===== src/rtl/credit_rr_arb.sv =====
// ============================================================================
// credit_rr_arb : round-robin arbiter sharing one credit-flow-controlled link
// Revision      : 1.0 - initial release
// ============================================================================
`default_nettype none

module credit_rr_arb #(
  parameter  int N_REQ       = 4,
  parameter  int DATA_W      = 8,
  parameter  int MAX_CREDITS = 4,
  localparam int CNT_W       = $clog2(MAX_CREDITS + 1),
  localparam int SRC_W       = $clog2(N_REQ)
) (
  input  logic                    clk,
  input  logic                    rst,
  input  logic [N_REQ-1:0]        i_vld,
  input  logic [N_REQ*DATA_W-1:0] i_data,
  output logic [N_REQ-1:0]        o_rdy,
  output logic                    o_vld,
  output logic [DATA_W-1:0]       o_data,
  output logic [SRC_W-1:0]        o_src,
  input  logic                    i_credit_ret,
  output logic [CNT_W-1:0]        o_credits,
  output logic                    o_err
);

  localparam logic [CNT_W-1:0] C_MAX_CREDITS = CNT_W'(MAX_CREDITS);

  logic [SRC_W-1:0]  ptr_q,     ptr_d;
  logic [CNT_W-1:0]  credits_q, credits_d;
  logic              vld_q,     vld_d;
  logic [DATA_W-1:0] data_q,    data_d;
  logic [SRC_W-1:0]  src_q,     src_d;
  logic              err_q,     err_d;

  logic              w_gnt;
  logic [SRC_W-1:0]  w_win;
  logic [DATA_W-1:0] w_win_data;

  // Scan from farthest to nearest so the first requester after ptr wins last.
  always_comb begin
    int idx;
    w_gnt = 1'b0;
    w_win = '0;
    idx   = 0;
    if ((credits_q != '0) && !rst) begin
      for (int off = N_REQ; off >= 1; off--) begin
        idx = (int'(ptr_q) + off) % N_REQ;
        if (i_vld[idx]) begin
          w_gnt = 1'b1;
          w_win = idx[SRC_W-1:0];
        end
      end
    end
  end

  assign w_win_data = i_data[int'(w_win)*DATA_W +: DATA_W];
  assign o_rdy      = w_gnt ? (N_REQ'(1) << w_win) : '0;

  always_comb begin
    ptr_d     = ptr_q;
    credits_d = credits_q;
    vld_d     = w_gnt;
    data_d    = data_q;
    src_d     = src_q;
    err_d     = err_q;

    if (w_gnt) begin
      ptr_d  = w_win;
      data_d = w_win_data;
      src_d  = w_win;
    end

    if (w_gnt && !i_credit_ret) begin
      credits_d = credits_q - CNT_W'(1);
    end else if (!w_gnt && i_credit_ret) begin
      // A return with no free-able slot means downstream miscounted.
      if (credits_q == C_MAX_CREDITS) begin
        err_d = 1'b1;
      end else begin
        credits_d = credits_q + CNT_W'(1);
      end
    end
  end

  always_ff @(posedge clk or posedge rst) begin
    if (rst) begin
      ptr_q     <= SRC_W'(N_REQ - 1);
      credits_q <= C_MAX_CREDITS;
      vld_q     <= 1'b0;
      data_q    <= '0;
      src_q     <= '0;
      err_q     <= 1'b0;
    end else begin
      ptr_q     <= ptr_d;
      credits_q <= credits_d;
      vld_q     <= vld_d;
      data_q    <= data_d;
      src_q     <= src_d;
      err_q     <= err_d;
    end
  end

  assign o_vld     = vld_q;
  assign o_data    = data_q;
  assign o_src     = src_q;
  assign o_credits = credits_q;
  assign o_err     = err_q;

endmodule

`default_nettype wire

===== config.mk =====
export PLATFORM = sky130hd
export DESIGN_NAME = credit_rr_arb
export DESIGN_NICKNAME = d
export VERILOG_FILES = /design/src/rtl/credit_rr_arb.sv
export SDC_FILE = /design/constraint.sdc
export NUM_CORES = 1
export LEC_CHECK = 0
export CAP_MARGIN = 20
export CORE_MARGIN = 2
export CORE_UTILIZATION = 42
export CTS_CLUSTER_SIZE = 10
export DETAILED_ROUTE_END_ITERATION = 8
export GPL_ROUTABILITY_DRIVEN = 0
export PLACE_DENSITY = 0.95
export SYNTH_ARGS = -nofsm -noshare
export SYNTH_HDL_FRONTEND = slang
export SYNTH_SLANG_ARGS = --single-unit

===== constraint.sdc =====
create_clock -name clk -period 3.77 [get_ports clk]
set_input_delay 0.377 -clock clk [delete_from_list [all_inputs] [get_ports clk]]
set_output_delay 0.377 -clock clk [all_outputs]
set_load 0.02 [all_outputs]

Word-level counts from Yosys, hierarchy flattened
Cells that the tools add are included.

Bits in latches: 0. Memories: 0. Word-level logic and storage cells: 65. Memory bits (read-only): 0. Bits of input ports: 39. Register bits after elaboration: 17. Memory bits (writable): 0.

Order comparisons: 4. Equality and inequality tests: 2. Multiplexer cells: 26. Multiply operators: 0. Bitwise operators: 5. Shifts and indexed selects: 2. Div/mod/pow operators: 0. Add/subtract/negate cells: 6. Reduce and logical (&&, ||, !) cells: 14.

Operators with widths (number): 32-bit by 6-bit indexed part select with 8-bit output (1); 3-bit by 4-bit < comparator with 1-bit output, second input constant (4); 1-bit 2-to-1 mux (13); 2-bit 2-to-1 mux (5); 3-bit 2-to-1 mux (3); 1-bit binary-select mux with 2-bit select (4); 2-bit OR reduction (4); 2-bit by 1-bit adder with 2-bit output, second input constant (2); 2-bit adder, second input constant (2); 1-bit AND, first input constant (4); 4-bit 2-to-1 mux (1); 1-bit by 2-bit << shifter with 4-bit output, first input constant (1); 3-bit by 1-bit adder with 3-bit output, second input constant (1); 3-bit equality test, second input constant (1); 1-bit logical AND (3); 1-bit logical NOT (3); 3-bit AND reduction (1); 3-bit nonzero test (1); 3-bit by 1-bit subtractor with 3-bit output, second input constant (1); 2-bit inequality test, second input constant (1); 2-bit AND reduction (1); 2-bit nonzero test (1); 1-bit inverter (1).

Longest topological paths before layout
Word-level depth: 15. Depth in mapped cells: 11.

Worst setup path after synthesis
No wires, ideal clock.

Path type: reg2reg. Start point: register credits_q[2], in the netlist o_credits[2]. End point: register credits_q[2], in the netlist o_credits[2]. Cell stages (with the launch flop): 12. Setup time: 0.086 ns. Arrival time: 2.291 ns. Required time: 3.684 ns. Slack: 1.394 ns. Path through: dfstp_2 nor3_1 nor2_1 nand2_1 clkinv_1 ha_1 inv_1 fa_1 nor3_1 a21oi_1 o21ai_0 o31ai_1.

Word-level cells in the longest chain between the ends: 7. Elaborated cells between the ends (all ways): 15.

Ends and longest elaborated chain: start: declaration (RTL line 30) `logic [CNT_W-1:0] credits_q, credits_d;`; start signal: assignment (RTL line 96) `credits_q <= credits_d;`; 3-bit nonzero test * (RTL line 46) `if ((credits_q != '0) && !rst) begin`; 1-bit logical AND * (RTL line 46); 1-bit 2-to-1 mux * (RTL line 46); via vld_d (RTL line 31) `logic vld_q, vld_d;`; 1-bit logical NOT (RTL line 76) `end else if (!w_gnt && i_credit_ret) begin`; 1-bit logical AND (RTL line 76); 2-bit nonzero test (no source line); 2-bit AND reduction (no source line).

Mark *: on every way through the listed nets, which the timed path passes. The rest lies on a longest branch. The select of a mux whose other input is x is not followed. A chain may end at the register's enable or synchronous reset.

Worst setup path in the final report
Start point: input i_vld[3]. End point: output o_rdy[1].

Word-level cells in the longest chain between the ends: 10. Elaborated cells between the ends (all ways): 24.

Ends and longest elaborated chain: start: declaration (RTL line 16) `input logic [N_REQ-1:0] i_vld,`; 1-bit binary-select mux with 2-bit select (RTL line 49) `if (i_vld[idx]) begin`; 1-bit 2-to-1 mux (not written as such) (2 in a row) (RTL line 49); 2-bit 2-to-1 mux (4 in a row) (RTL line 49); 2-bit 2-to-1 mux (RTL line 46); 1-bit by 2-bit << shifter with 4-bit output (RTL line 58) `assign o_rdy = w_gnt ? (N_REQ'(1) << w_win) : '0;`; 4-bit 2-to-1 mux * (RTL line 58); end: declaration (RTL line 18) `output logic [N_REQ-1:0] o_rdy,`.

Mark *: on every way between the ends. The rest lies on a longest branch, timed or not. The select of a mux whose other input is x is not followed.

==> results_dict.tcl <==
set metrics [dict create \
    status "completed" \
    synth_top_family_by_area "compound AO/OA/AOI/OAI gates" \
    die_height_um 55.49 \
    synthArstFlopShare_pct 100.0 \
    pin_count 58 \
    path_class "primary input to output port" \
    slew_violations 0 \
    grt_pass1_vias 1111 \
    syn2layout_area_growth_pct 54.16 \
    cp-start-kind "primary input" \
    overflow 0 \
    pwr-share-comb_pct 60.5 \
    coreArea_mm2 0.002500 \
    fin_skew_ns 0.001007 \
    syn_nets 168 \
    power_switching_uw 507.4 \
    cts_root_buf "clkbuf_4" \
    relSlewSlack_pct 56.75 \
    diodes 0 \
    cellInternalPower_uw 665.9 \
    slowest_delay_ns 0.59 \
    htreeDepth 1 \
    post_cts_buffers 0 \
    port_buffers 57 \
    cts_hold_buffers 0 \
    drt-pass1-iter-count 4 \
    clockPowerShare_pct 8.6 \
    p_leak_uw 0.0007581 \
    num_rows 18 \
    max-vdd-ir-drop_mv 0.5080 \
    synth_seq_cells 17 \
    drive_gt1_share_pct 7.568 \
    syn_area_mm2 0.001114 \
    p_seq_share_pct 30.9 \
    fin_setup_tns_ns 0 \
    cts_resized 0 \
    final-setup-viol-count 0 \
    cp_max_fo 17 \
    clk_pin_slew_ns 0.10 \
    muxShareOfSynthArea_pct 8.090 \
    cts_buffer_depth 2 \
    required_ns 3.39 \
    synth_compound_area_share_pct 22.02 \
    synth_simple_gate_area_share_pct 18.99 \
    yosysSeqAreaShare_pct 38.54 \
    grt_max_degree 18 \
    synth_flop_cell "dfrtp_1" \
    drt_iter0_drc 30 \
    ys_types 32 \
    cp_cell_sequence "clkdlybuf4s50_1 -> or3b_1 -> o21ai_2 -> a21o_1 -> buf_4 -> and3_2 -> clkdlybuf4s50_1" \
    p_sw_share_pct 43.24 \
    crit_buf_inv 3 \
    grt_pass1_wl_um 5016 \
    synthCells 126 \
    worstSkewPairLatency_ns 0.29 \
    grt_usage_pct 20.59 \
    wl_um 3179 \
    avgSynthCellArea_um2 8.838 \
    final_nets 228 \
    start_util_pct 44.54 \
    cellPowerDensity_mw_per_mm2 683.5 \
    finalHoldWorstSlack_ns 0.4952 \
    drc 0 \
    crit_path_frequent_cell "clkdlybuf4s50_1" \
    routed_via_density 5.386 \
    vias 1158 \
    fin_crit_sh_pct 81.23 \
    crit_slowest_cell "clkdlybuf4s50_1" \
    synthAdderAreaFrac_pct 4.045 \
    drt.antenna.violating_nets 0 \
    synth_enable_flop_cells 0 \
    die_area_mm2 0.003079 \
    maxCapViolCount 0 \
    wire_per_inst_um 14.79 \
    cts_inserted_buffers 3 \
    max_freq_ghz 0.3265 \
    end_kind "output port" \
    antenna_found_initial 0 \
    rsz0062_at_grt "false" \
    hold_viol 0 \
    dieWidth_um 55.49 \
    cp_top_family "buffers and inverters" \
    min_path_type "primary input to async pin" \
    crit_arrival_ns 2.69 \
    n_fill_cell 194 \
    synth_xor_area_share_pct 0.7865 \
    min_period_ns 3.063 \
    cts.sinks 17 \
    hpwl_um 2493 \
    cts_tree "built" \
    tightest_slew_ns 0.6480 \
    synth_warnings 0 \
]
## flip-flops by register name, summed over array words and instances (netlist names)
signal / count
o_credits: 3
o_src: 2
o_err: 1
o_data: 8
ptr_q: 2
o_vld: 1
## per-layer routing
layer | vias to the layer above | GRT usage, % | part of all wire (%)
li1 | 570 | - | -
met1 | 529 | 24.37 | 42
met2 | 53 | 35.54 | 48
met3 | 6 | 6.323 | 8.3
met4 | 0 | 6.272 | 1.6
met5 | - | 0 | 0
## cells by family after synthesis
kind of cell | Yosys count
xor gates and xnor gates | 1
and+or+nand+nor | 50
buffers and inverters | 14
muxes | 9
DFF | 17
AOI/OAI and AO/OA | 32
adders and majority gates | 3
## synthesized netlist by cell type (3+ instances only)
cell / instances / area, um^2
a211oi_1: 8 / 60.06
a21o_1: 3 / 22.52
a21oi_1: 3 / 15.01
a221oi_1: 8 / 70.07
dfrtp_1: 14 / 350.3
dfstp_2: 3 / 78.83
inv_1: 9 / 33.78
mux2i_1: 9 / 90.09
nand2_1: 18 / 67.56
nor2_1: 23 / 86.33
## area by class of cell
cell class / count / area [um^2] / area share (%)
Multi-Input combinational cell: 95 / 600.6 / 34.99
Timing Repair Buffer: 59 / 585.6 / 34.11
Sequential cell: 17 / 429.2 / 25.00
Inverter: 10 / 37.54 / 2.187
Tap cell: 30 / 37.54 / 2.187
Clock buffer: 4 / 26.28 / 1.531
## worst reg2reg max path: stages, from the launching register on
cell and delay (ns):
dfstp_2 0.60, nor3_1 0.06, nor2_1 0.20, nand2_1 0.22, clkinv_1 0.24, ha_1 0.28
inv_1 0.11, fa_1 0.42, nor3_1 0.19, a21oi_1 0.05, o21ai_0 0.15, o31ai_1 0.09
## per-stage QoR
stage	cell area, um^2	setup WS (ns)	cells	power (uW)	utilization (%)
finish	1717	0.7075	215	1173	68.67
global route	1717	0.6052	215	1248	68.67
CTS	1717	0.7043	215	1178	68.67
detailed placement	1690	0.7030	211	1076	67.62
global placement	1690	0.7366	211	1045	67.62
floorplan	1114	1.394	126	796.8	-
## cells in the final DEF (no fill, tap or decap), drive strengths merged, types with 2 or more instances in the layout
cell           Yosys  routed
a21oi              3       3
dfrtp             14      14
clkbuf             1       4
dfstp              3       3
mux2i              9       9
clkdlybuf4s50      0      57
nand2             18      18
a221oi             8       8
a31oi              2       2
nor2              23      23
buf                3       2
ha                 2       2
inv                9       9
nor3               2       2
a21o               3       3
nor2b              2       2
o21ai              3       3
a211oi             8       8
## power groups by stage
stage,combinational [uW],sequential [uW],clock [uW]
after floorplan,349,447,0
after global routing,768,371,109
after detailed placement,712,364,0
after global placement,688,357,0
after CTS,715,361,102
final,710,362,101
## path summary, 6_finish.rpt
kind,start,end,slack (ns),depth (start not counted)
worst max-delay path,i_vld[3],o_rdy[1],0.71,7
worst min-delay path,rst,o_credits[1]$_DFFE_PP0P_,0.50,2
worst max register to register,o_credits[2]$_DFFE_PP1P_,o_credits[2]$_DFFE_PP1P_,1.08,11
worst min register to register,o_src[0]$_DFFE_PP0P_,o_src[0]$_DFFE_PP0P_,0.51,1
max in group asynchronous,rst,o_data[7]$_DFFE_PP0P_,2.86,2
min in group clk,o_src[0]$_DFFE_PP0P_,o_src[0]$_DFFE_PP0P_,0.51,1
Power figures use the tool's default switching activity.
